`config.mk`:
```
export PLATFORM = sky130hd
export DESIGN_NAME = mem_port_arbiter
export DESIGN_NICKNAME = d
export VERILOG_FILES = /design/src/rtl/mem_port_arbiter.sv
export SDC_FILE = /design/constraint.sdc
export NUM_CORES = 1
export LEC_CHECK = 0
export ABC_AREA = 0
export BUFFER_PORTS_ARGS = -buffer_cell sky130_fd_sc_hd__buf_2
export CAP_MARGIN = 25
export CORE_MARGIN = 1.5
export CORE_UTILIZATION = 25
export DETAILED_ROUTE_END_ITERATION = 7
export REMOVE_ABC_BUFFERS = 1
export SLEW_MARGIN = 20
export SYNTH_ARGS = -nofsm -noshare
export SYNTH_HDL_FRONTEND = slang
export SYNTH_SLANG_ARGS = --single-unit
```
`constraint.sdc`:
```
create_clock -name clock -period 4.21 [get_ports clock]
set_clock_uncertainty 0.15 [all_clocks]
set_input_delay 0.2105 -clock clock [delete_from_list [all_inputs] [get_ports clock]]
set_output_delay 0.2105 -clock clock [all_outputs]
set_load 0.05 [all_outputs]
```
`src/rtl/mem_port_arbiter.sv`:
```
// Two-requester round-robin arbiter for the shared read/write port of the word memory.
// Registers the memory strobes and routes read data / write completion back to the owner.
module mem_port_arbiter #(
    parameter int ADDR_W       = 10,
    parameter int DATA_W       = 32,
    parameter int READ_LATENCY = 1
) (
    input  logic              clock,
    input  logic              reset,
    input  logic              req0_valid,
    input  logic              req0_write,
    input  logic [ADDR_W-1:0] req0_addr,
    input  logic [DATA_W-1:0] req0_wdata,
    output logic              req0_ready,
    output logic              req0_resp,
    output logic [DATA_W-1:0] req0_rdata,
    input  logic              req1_valid,
    input  logic              req1_write,
    input  logic [ADDR_W-1:0] req1_addr,
    input  logic [DATA_W-1:0] req1_wdata,
    output logic              req1_ready,
    output logic              req1_resp,
    output logic [DATA_W-1:0] req1_rdata,
    output logic              mem_act_read,
    output logic              mem_act_write,
    output logic [ADDR_W-1:0] mem_select,
    output logic [DATA_W-1:0] mem_input,
    input  logic [DATA_W-1:0] mem_output,
    output logic              busy,
    output logic              owner
);

    localparam logic [1:0] IDLE   = 2'd0;
    localparam logic [1:0] ACCESS = 2'd1;
    localparam logic [1:0] WAIT   = 2'd2;
    localparam logic [1:0] RESP   = 2'd3;

    logic [1:0]        state;
    logic              lastGrant;
    logic              curWrite;
    logic [2:0]        waitCnt;
    logic              grant0;
    logic              grant1;
    logic              accept;
    logic              pick;
    logic              pickWrite;
    logic [ADDR_W-1:0] pickAddr;
    logic [DATA_W-1:0] pickWdata;

    // On a tie the requester that did not win last time is granted.
    always_comb begin
        grant0     = req0_valid && (!req1_valid || lastGrant);
        grant1     = req1_valid && (!req0_valid || !lastGrant);
        req0_ready = !reset && (state == IDLE) && grant0;
        req1_ready = !reset && (state == IDLE) && grant1;
        accept     = req0_ready || req1_ready;
        pick       = grant1;
        pickWrite  = pick ? req1_write : req0_write;
        pickAddr   = pick ? req1_addr  : req0_addr;
        pickWdata  = pick ? req1_wdata : req0_wdata;
    end

    always_comb begin
        busy       = (state != IDLE);
        req0_rdata = (req0_resp && !curWrite) ? mem_output : '0;
        req1_rdata = (req1_resp && !curWrite) ? mem_output : '0;
    end

    always_ff @(posedge clock or posedge reset) begin
        if (reset) begin
            state         <= IDLE;
            lastGrant     <= 1'b1;
            curWrite      <= 1'b0;
            waitCnt       <= '0;
            owner         <= 1'b0;
            mem_act_read  <= 1'b0;
            mem_act_write <= 1'b0;
            mem_select    <= '0;
            mem_input     <= '0;
            req0_resp     <= 1'b0;
            req1_resp     <= 1'b0;
        end else begin
            mem_act_read  <= 1'b0;
            mem_act_write <= 1'b0;
            mem_select    <= '0;
            mem_input     <= '0;
            req0_resp     <= 1'b0;
            req1_resp     <= 1'b0;
            case (state)
                IDLE: begin
                    if (accept) begin
                        state         <= ACCESS;
                        owner         <= pick;
                        lastGrant     <= pick;
                        curWrite      <= pickWrite;
                        mem_act_write <= pickWrite;
                        mem_act_read  <= !pickWrite;
                        mem_select    <= pickAddr;
                        mem_input     <= pickWrite ? pickWdata : '0;
                    end
                end
                ACCESS: begin
                    if (curWrite || READ_LATENCY == 1) begin
                        state     <= RESP;
                        req0_resp <= !owner;
                        req1_resp <= owner;
                    end else begin
                        state   <= WAIT;
                        waitCnt <= 3'(READ_LATENCY - 1);
                    end
                end
                WAIT: begin
                    if (waitCnt == 3'd1) begin
                        state     <= RESP;
                        waitCnt   <= '0;
                        req0_resp <= !owner;
                        req1_resp <= owner;
                    end else begin
                        waitCnt <= waitCnt - 3'd1;
                    end
                end
                default: begin
                    state <= IDLE;
                    owner <= 1'b0;
                end
            endcase
        end
    end

endmodule

```
==> results of run 1 <==
-- layout by cell type, fill, tap and decap left out, drive strengths merged --
cell type | synthesis | routed
buf | 9 | 239
dlygate4sd3 | 0 | 85
and2 | 64 | 64
dfrtp | 53 | 53
a22o | 32 | 32
nand2 | 23 | 23
a21oi | 13 | 13
inv | 8 | 9
ha | 6 | 6
clkbuf | 9 | 6
nor2 | 5 | 5
o211ai | 5 | 5
nor2b | 5 | 5
o21ai | 3 | 3
nand3 | 3 | 3
nand2b | 2 | 2
and3 | 2 | 2
mux2i | 2 | 2
a21o | 2 | 2
a21bo | 1 | 1
a21boi | 1 | 1
and4 | 1 | 1
nor3b | 1 | 1
o21a | 1 | 1
nor3 | 1 | 1
a31oi | 1 | 1
o311ai | 1 | 1
clkinv | 0 | 1
dfstp | 1 | 1
-- routing by layer --
metal / share of wire (%) / vias up / global-route usage (%) / wire length, um
li1: - / 1480 / - / -
met1: 36 / 1465 / 18.01 / 3710
met2: 52 / 189 / 32.95 / 5280
met3: 9.8 / 21 / 5.579 / 1003
met4: 2.4 / 0 / 6.081 / 250
met5: 0 / - / 0 / 0
-- final cells by class --
class / count / area share, %
Clock inverter: 2 / 0.2825
Timing Repair Buffer: 324 / 42.22
Multi-Input combinational cell: 175 / 24.14
Sequential cell: 54 / 27.76
Inverter: 8 / 0.6163
Tap cell: 136 / 3.493
Clock buffer: 6 / 1.489
-- path summary, 6_finish.rpt --
path / end / from / slack (ns)
max: mem_input[24] / req0_valid / 1.23
min: req1_resp / reset / 0.001
max reg2reg: mem_input[24] / lastGrant / 1.40
min reg2reg: req0_resp / owner / 0.36
max in group asynchronous: mem_input[20] / reset / 3.44
min in group clock: mem_act_write / req1_write / 0.07
-- stage by stage --
stage | worst slack, ns | cell area (um2) | power (uW) | util, %
5_1_grt | 1.087 | 4872 | 1936 | 47.19
3_5_place_dp | 1.960 | 3935 | 1454 | 38.12
6_report | 1.233 | 4872 | 1823 | 47.19
2_1_floorplan | 1.625 | 2557 | 1215 | -
3_3_place_gp | 1.705 | 3934 | 1436 | 38.10
4_1_cts | 1.271 | 4872 | 1836 | 47.19
-- registers in the layout, summed over array words and instances, names as in the netlist --
name / flops
mem_act_write: 1
req1_resp: 1
mem_input: 32
state: 2
mem_act_read: 1
curWrite: 1
lastGrant: 1
mem_select: 10
owner: 1
req0_resp: 1
waitCnt: 3
-- critical path, cell delays in order --
cell and delay (ns):
dlygate4sd3_1 0.53, buf_2 0.16, a21boi_1 0.64, and3_2 0.73
a22o_1 0.24, dlygate4sd3_1 0.56
-- repair_timing --
action | 4_1_cts | 5_1_grt
endpoints found under the hold margin | 43 | 0
hold buffers | 85 | 0
setup buffers | 0 | 0
gates resized for setup | 0 | 0
-- logic make-up after synthesis --
logic type / share of synthesized area, %
AOI/OAI and AO/OA: 17.63
and+or+nand+nor: 22.83
muxes: 0.7501
adders and majority gates: 2.813
buffers and inverters: 5.297
DFF: 50.68
-- power groups by stage --
| stage | Sequential [uW] | Combinational, uW | Clock (uW) |
|---|---|---|---|
| after floorplan | 780 | 436 | 0 |
| after global placement | 647 | 790 | 0 |
| after detailed placement | 651 | 803 | 0 |
| after CTS | 641 | 875 | 320 |
| after global routing | 653 | 944 | 339 |
| final | 641 | 874 | 308 |
==> results.sh, run 1 <==
export IMPL_drive_above_1_share_pct=44.82
export IMPL_dpl_cell_count=612
export IMPL_nets=696
export IMPL_async_flop_share_pct=100.0
export IMPL_dp_hpwl_mm=7.109
export IMPL_numCtsBuffers=5
export IMPL_dieWidth_um=106.3
export IMPL_cp_start_kind="input port"
export IMPL_ys_types=32
export IMPL_p_per_area_mw_per_mm2=374.1
export IMPL_firstDrtPassIters=6
export IMPL_pwr_share_clk_pct=16.9
export IMPL_reg2reg_depth=4
export IMPL_max_freq_mhz=335.9
export IMPL_slew_violations=0
export IMPL_synth_edff_count=0
export IMPL_insertion_delay_ns=0.31
export IMPL_hp_class="in2async"
export IMPL_start_util_pct=25.85
export IMPL_dieArea_mm2=0.01130
export IMPL_cts_tree="done"
export IMPL_synth_seq_cells=54
export IMPL_yosysMostFrequentCell="and2_1"
export IMPL_status="finished clean"
export IMPL_n_antenna_cell=0
export IMPL_ant_nets=0
export IMPL_synth_top_area_cell="dfrtp_1"
export IMPL_intPower_uw=1010
export IMPL_synthTopCellsByCount="64 x and2_1, 53 x dfrtp_1, 30 x a22o_1"
export IMPL_cts_clk_slew_worst_paths_ns=0.11
export IMPL_fin_crit_ns=2.977
export IMPL_p_leak_uw=0.002922
export IMPL_hold_viol=0
export IMPL_pwr_share_seq_pct=35.2
export IMPL_layout_area_overhead_vs_synth_pct=82.56
export IMPL_yosysWarnings=0
export IMPL_core_area_mm2=0.01032
export IMPL_gp_congestion=0.8119
export IMPL_grt_pass1_vias=3220
export IMPL_synthCells=255
export IMPL_num_vias=3155
export IMPL_grtUsageTotal_pct=17.49
export IMPL_tns_ns=0
export IMPL_wl_per_cell_um=14.53
export IMPL_multiInputGateArea_mm2=0.001176
export IMPL_io_buffer_count=235
export IMPL_comb_power_share_pct=47.9
export IMPL_whs_ns=0.001227
export IMPL_synth_ff_type="dfrtp_1"
export IMPL_grt_overflow=0
export IMPL_drtIter0Drc=141
export IMPL_syn_area_mm2=0.002669
export IMPL_worst_pin_slew_ns=0.8291
export IMPL_ir_worst_vdd_v=0.0001868
export IMPL_p_switching_uw=812.8
export IMPL_die_h_um=106.3
export IMPL_antenna_found_initial=0
export IMPL_setup_viol=0
export IMPL_fin_cells=705
export IMPL_timing_final_crit_share_pct=70.71
export IMPL_end_kind="register"
export IMPL_htreeDepth=2
export IMPL_grt_max_degree=55
export IMPL_viasPerCell=4.475
export IMPL_swShare_pct=44.59
export IMPL_rows=37
export IMPL_cts_root_buf="clkbuf_8"
export IMPL_avgSynthCellArea_um2=10.47
export IMPL_crit_type="in2reg"
export IMPL_n_fill_cell=957
export IMPL_worstPathMaxFanout=32
export IMPL_crit_arrival_ns=3.08
export IMPL_synthTopCellsByArea="dfrtp_1 50%, and2_1 15%, a22o_1 9.8%"
export IMPL_slew_limit_headroom_pct=44.61
export IMPL_maxCapViolations=0
export IMPL_grt_pass1_wl_mm=15.47
export IMPL_rsz0062_at_grt="false"
export IMPL_regArea_mm2=0.001353
export IMPL_cts_buffer_depth=2
export IMPL_top_level_ports=236
export IMPL_drcViolationCount=0
export IMPL_seq_area_frac_synth_pct=50.68
export IMPL_drt_wl_total_mm=10.25
export IMPL_synth_top_area_share_pct=49.70
export IMPL_cp_required_ns=4.31
export IMPL_cts_sinks=54
(Power assumes the default switching activity.)
==> inputs of run 2 (changes only) <==
- ABC_AREA: 0 -> 1
- clock period: 4.21 -> 3 ns (I/O delays scaled with it)
==> run 2 against run 1 <==
Compared with the run above:
- critical path depth is 3 higher
- design area grew 3.2%
- combinational power up 48%
==> results.sh, run 2 <==
export IMPL_cts_sinks=54
export IMPL_ys_types=18
export IMPL_cp_buffers_inverters=3
export IMPL_synthMuxAreaShare_pct=0
export IMPL_synthTopCellsByCount="103 x nand2_1, 71 x nor2_1, 53 x dfrtp_1"
export IMPL_tns_ns=0
export IMPL_htreeDepth=2
export IMPL_hold_viol=0
export IMPL_drive_above_1_share_pct=41.84
export IMPL_worstPathMaxFanout=34
export IMPL_mostFrequentLayoutCells="235 x buf_2, 103 x nand2_1, 85 x dlygate4sd3_1"
export IMPL_crit_chain="inv_1 -> ha_1 -> inv_1 -> nor2_1 -> nand3_1 -> nand2_2 -> nand2_4 -> a21oi_1 -> dlygate4sd3_1"
export IMPL_dieWidth_um=108.4
export IMPL_cts_root_buf="clkbuf_8"
export IMPL_cts_resized_gates=0
export IMPL_synth_fa_ha_area_share_pct=2.703
export IMPL_io_buffer_count=235
export IMPL_antenna_found_initial=0
export IMPL_crit_type="reg2reg"
export IMPL_cts_hold_buf=85
export IMPL_timing_final_crit_share_pct=85.35
export IMPL_hp_class="in2reg"
export IMPL_synthCells=360
export IMPL_dieArea_mm2=0.01175
export IMPL_post_synth_and_or_nand_nor_area_fraction_pct=25.77
export IMPL_grt_overflow=0
export IMPL_numCtsBuffers=5
export IMPL_crit_slowest_cell="dlygate4sd3_1"
export IMPL_gp_congestion=0.7998
export IMPL_worst_pin_slew_ns=0.9811
export IMPL_p_total_uw=2677
export IMPL_crit_path_frequent_cell="inv_1"
export IMPL_synthXorXnorAreaFrac_pct=0
export IMPL_yosysMostFrequentCell="nand2_1"
export IMPL_drt_wl_total_mm=10.28
export IMPL_grt_pass1_wl_mm=14.99
export IMPL_critPathMaxStageDelay_ns=0.58
export IMPL_synth_edff_count=0
export IMPL_cp_start_kind="register"
export IMPL_viasPerCell=4.192
export IMPL_reg_top3="mem_input: 32 flops, mem_select: 10 flops, waitCnt: 3 flops"
export IMPL_n_fill_cell=1078
export IMPL_largest_register_ffs=32
export IMPL_p_switching_uw=1221
export IMPL_grt_max_degree=55
export IMPL_insertion_delay_ns=0.30
export IMPL_rsz0062_at_grt="false"
export IMPL_regToRegSetupSlack_ns=0.44
export IMPL_avgSynthCellArea_um2=7.716
export IMPL_synth_top_area_share_pct=47.75
export IMPL_status="finished clean"
export IMPL_seq_area_frac_synth_pct=48.69
export IMPL_drtIter0Drc=163
export IMPL_dp_hpwl_mm=7.364
export IMPL_synth_ff_type="dfrtp_1"
export IMPL_synth_seq_cells=54
export IMPL_rows=38
export IMPL_end_kind="register"
export IMPL_synthTopCellsByArea="dfrtp_1 48%, nand2_1 14%, nor2_1 9.6%"
export IMPL_die_h_um=108.4
export IMPL_pwr_share_clk_pct=19.0
export IMPL_setup_viol=0
export IMPL_cts_clk_slew_worst_paths_ns=0.11
export IMPL_fin_crit_ns=2.560
export IMPL_core_area_mm2=0.01084
export IMPL_slew_violations=0
export IMPL_intPower_uw=1456
export IMPL_firstDrtPassIters=4
export IMPL_n_antenna_cell=0
export IMPL_p_leak_uw=0.003166
export IMPL_maxCapViolations=0
export IMPL_final_common_cell="buf_2"
export IMPL_synth_top_area_cell="dfrtp_1"
export IMPL_cp_required_ns=3.10
export IMPL_top_level_ports=236
export IMPL_regMostFlops="mem_input"
export IMPL_num_vias=3412
export IMPL_crit_arrival_ns=2.66
export IMPL_grtUsageTotal_pct=16.42
export IMPL_swShare_pct=45.60
export IMPL_p_per_area_mw_per_mm2=532.4
export IMPL_syn_area_mm2=0.002778
export IMPL_cts_tree="done"
export IMPL_cp_top_family="buffers and inverters"
export IMPL_ir_worst_vdd_v=0.0002289
export IMPL_max_freq_mhz=390.6
export IMPL_nets=801
export IMPL_wl_per_cell_um=12.63
export IMPL_synth_top_family_by_area="simple AND/OR/NAND/NOR gates"
export IMPL_final_core_util_pct=46.39
export IMPL_comb_power_share_pct=48.2
export IMPL_synth_compound_area_share_pct=12.43
export IMPL_yosysWarnings=0
export IMPL_pwr_share_seq_pct=32.7
export IMPL_layout_area_overhead_vs_synth_pct=81.04
export IMPL_start_util_pct=25.62
export IMPL_drcViolationCount=0
export IMPL_grt_pass1_vias=3292
export IMPL_cts_buffer_depth=2
export IMPL_ant_nets=0
export IMPL_async_flop_share_pct=100.0
export IMPL_slew_limit_headroom_pct=34.44
export IMPL_post_cts_buffers=0
-- run 2: final timing paths --
kind                            start            end  cells after the start
max                          state[0]   mem_input[2]                      9
min                        req1_write   mem_act_read                      4
max reg2reg                  state[0]   mem_input[2]                      9
min reg2reg                     owner      req0_resp                      1
max in group asynchronous       reset  mem_input[28]                      4
min in group asynchronous       reset  mem_select[4]                      4
-- run 2: layout make-up --
class	count	area, um2	share of cell area [%]
tap	140	175.2	3.483
timing repair buffer	324	2064	41.06
clock inverter	3	43.79	0.8709
clock buffer	5	68.82	1.369
multi-input combinational	238	1136	22.59
inverter	50	187.7	3.732
sequential	54	1353	26.90
-- run 2: power by group through the flow --
stage               combinational, uW  sequential (uW)  clock (uW)
finish                           1290              876         510
global route                     1410              887         558
floorplan                         693             1050           0
CTS                              1300              877         528
detailed placement               1200              892           0
global placement                 1180              886           0
-- run 2: metrics by stage --
stage	instance area (um2)	std cells	setup WS, ns	hold slack [ns]
finish	5029	814	0.4395	0.01742
floorplan	2676	342	0.4613	0.1393
global route	5029	814	0.2576	0.05103
CTS	5014	813	0.4491	0.008439
global placement	4050	720	0.9471	0.2489
detailed placement	4050	720	0.9026	0.2523
-- run 2: kinds of logic (layout without fill, tap and decap cells) --
logic type / after synthesis / count (layout)
AND/OR/NAND/NOR: 184 / 184
buffers and inverters: 68 / 382
flip-flops: 54 / 54
AO/OA/AOI/OAI: 48 / 48
adder cells (fa/ha/maj): 6 / 6
-- run 2: worst min-delay path: cells and delay by family --
family | cells | cell delay (ns)
and+or+nand+nor | 3 | 0.19
buffers and inverters | 1 | 0.08
-- run 2: metal layers --
metal | wire (um) | track usage, %
met1 | 3767 | 15.40
met2 | 5688 | 34.68
met3 | 784 | 3.978
met4 | 41 | 3.665
met5 | 0 | 0
==> inputs of run 3 (changes only) <==
- RECOVER_POWER: not set -> 50
==> run 3 against run 2 <==
Compared with the run above:
- utilization fell by 0.62 points
- design area shrank 1.3%
- final cell count stayed put
- clock power about the same
- critical path depth decreased by 1
==> results.sh, run 3 (synthesized netlist as in run 2, its figures left out) <==
export IMPL_status="finished clean"
export IMPL_dp_hpwl_mm=7.364
export IMPL_viasPerCell=4.224
export IMPL_io_buffer_count=235
export IMPL_cts_root_buf="clkbuf_8"
export IMPL_nets=801
export IMPL_max_freq_mhz=390.7
export IMPL_largest_register_ffs=32
export IMPL_maxCapViolations=0
export IMPL_cts_resized_gates=0
export IMPL_reg_top3="mem_input: 32 flops, mem_select: 10 flops, waitCnt: 3 flops"
export IMPL_fin_crit_ns=2.560
export IMPL_drive_above_1_share_pct=33.98
export IMPL_grt_overflow=0
export IMPL_regMostFlops="mem_input"
export IMPL_mostFrequentLayoutCells="183 x buf_2, 103 x nand2_1, 85 x dlygate4sd3_1"
export IMPL_dpl_cell_area_mm2=0.004050
export IMPL_start_util_pct=25.62
export IMPL_grt_pass1_vias=3292
export IMPL_wl_per_cell_um=12.64
export IMPL_layout_area_overhead_vs_synth_pct=78.60
export IMPL_htreeDepth=2
export IMPL_design_area_mm2=0.004961
export IMPL_p_per_area_mw_per_mm2=536.7
export IMPL_end_kind="register"
export IMPL_crit_slowest_cell="dlygate4sd3_1"
export IMPL_die_h_um=108.4
export IMPL_grt_pass1_wl_mm=14.99
export IMPL_ant_nets=0
export IMPL_ir_worst_vdd_v=0.0002284
export IMPL_rsz0062_at_grt="false"
export IMPL_grt_max_degree=55
export IMPL_final_common_cell="buf_2"
export IMPL_hold_viol=0
export IMPL_p_leak_uw=0.002941
export IMPL_crit_type="reg2reg"
export IMPL_worstPathMaxFanout=34
export IMPL_dieArea_mm2=0.01175
export IMPL_cp_top_family="simple AND/OR/NAND/NOR gates"
export IMPL_slew_limit_headroom_pct=9.377
export IMPL_tns_ns=0
export IMPL_insertion_delay_ns=0.30
export IMPL_top_level_ports=236
export IMPL_cts_tree="done"
export IMPL_dieWidth_um=108.4
export IMPL_firstDrtPassIters=6
export IMPL_antenna_found_initial=0
export IMPL_regToRegSetupSlack_ns=0.44
export IMPL_critPathMaxStageDelay_ns=0.60
export IMPL_worst_pin_slew_ns=1.359
export IMPL_gp_congestion=0.7998
export IMPL_cts_buffer_depth=2
export IMPL_final_core_util_pct=45.76
export IMPL_hp_class="in2reg"
export IMPL_drt_wl_total_mm=10.29
export IMPL_crit_arrival_ns=2.61
export IMPL_slew_violations=0
export IMPL_n_antenna_cell=0
export IMPL_cts_sinks=54
export IMPL_rows=38
export IMPL_drtIter0Drc=163
export IMPL_cp_buffers_inverters=2
export IMPL_timing_final_crit_share_pct=85.32
export IMPL_drcViolationCount=0
export IMPL_core_area_mm2=0.01084
export IMPL_numCtsBuffers=5
export IMPL_num_vias=3438
export IMPL_cts_clk_slew_worst_paths_ns=0.11
export IMPL_cp_start_kind="register"
export IMPL_whs_ns=0.01841
export IMPL_crit_chain="nand2_1 -> nand2_2 -> inv_2 -> nand2_1 -> nand2_2 -> nand2_4 -> a21oi_1 -> dlygate4sd3_1"
export IMPL_setup_viol=0
export IMPL_cp_required_ns=3.05
export IMPL_grtUsageTotal_pct=16.42
-- run 3: final cells by class --
cell class                 count  area [um2]
fill                        1090        5879
sequential                    54        1353
clock buffer                   5       68.82
inverter                      50       187.7
clock inverter                 3       43.79
multi-input combinational    238        1136
timing repair buffer         324        1997
tap                          140       175.2
-- run 3: timing repair --
item,in CTS,in global routing
setup buffers,0,0
endpoints found under the hold margin,95,0
hold buffers,85,0
-- run 3: through the flow --
stage	setup slack, ns	total power, uW	instances
2_1_floorplan	0.4613	1746	342
3_3_place_gp	0.9471	2062	720
3_5_place_dp	0.9026	2092	720
4_1_cts	0.4491	2704	813
5_1_grt	0.2535	2840	814
6_report	0.4404	2663	814
-- run 3: path summary, 6_finish.rpt --
| check | from | to | cells after the start |
|---|---|---|---|
| worst max-delay path | lastGrant | mem_input[2] | 8 |
| worst min-delay path | req1_write | mem_act_read | 4 |
| worst max register to register | lastGrant | mem_input[2] | 8 |
| worst min register to register | owner | req0_resp | 1 |
| max in group asynchronous | reset | mem_input[28] | 4 |
| min in group asynchronous | reset | mem_select[4] | 4 |
-- run 3: per-layer routing --
metal,vias to the layer above,global-route usage (%),wire [um]
li1,1702,-,-
met1,1580,15.40,3778
met2,152,34.68,5669
met3,4,3.978,773
met4,0,3.665,70
met5,-,0,0
-- run 3: worst reg2reg max path: cells and delay by family (launching register included) --
family	cells	cell delay (ns)
AOI/OAI and AO/OA	1	0.13
buffers and inverters	2	0.67
DFF	1	0.54
and+or+nand+nor	5	0.97
-- run 3: where the power goes --
group / switching [uW] / internal, uW
Combinational: 916 / 361
Sequential: 49.7 / 828
Clock: 256 / 251
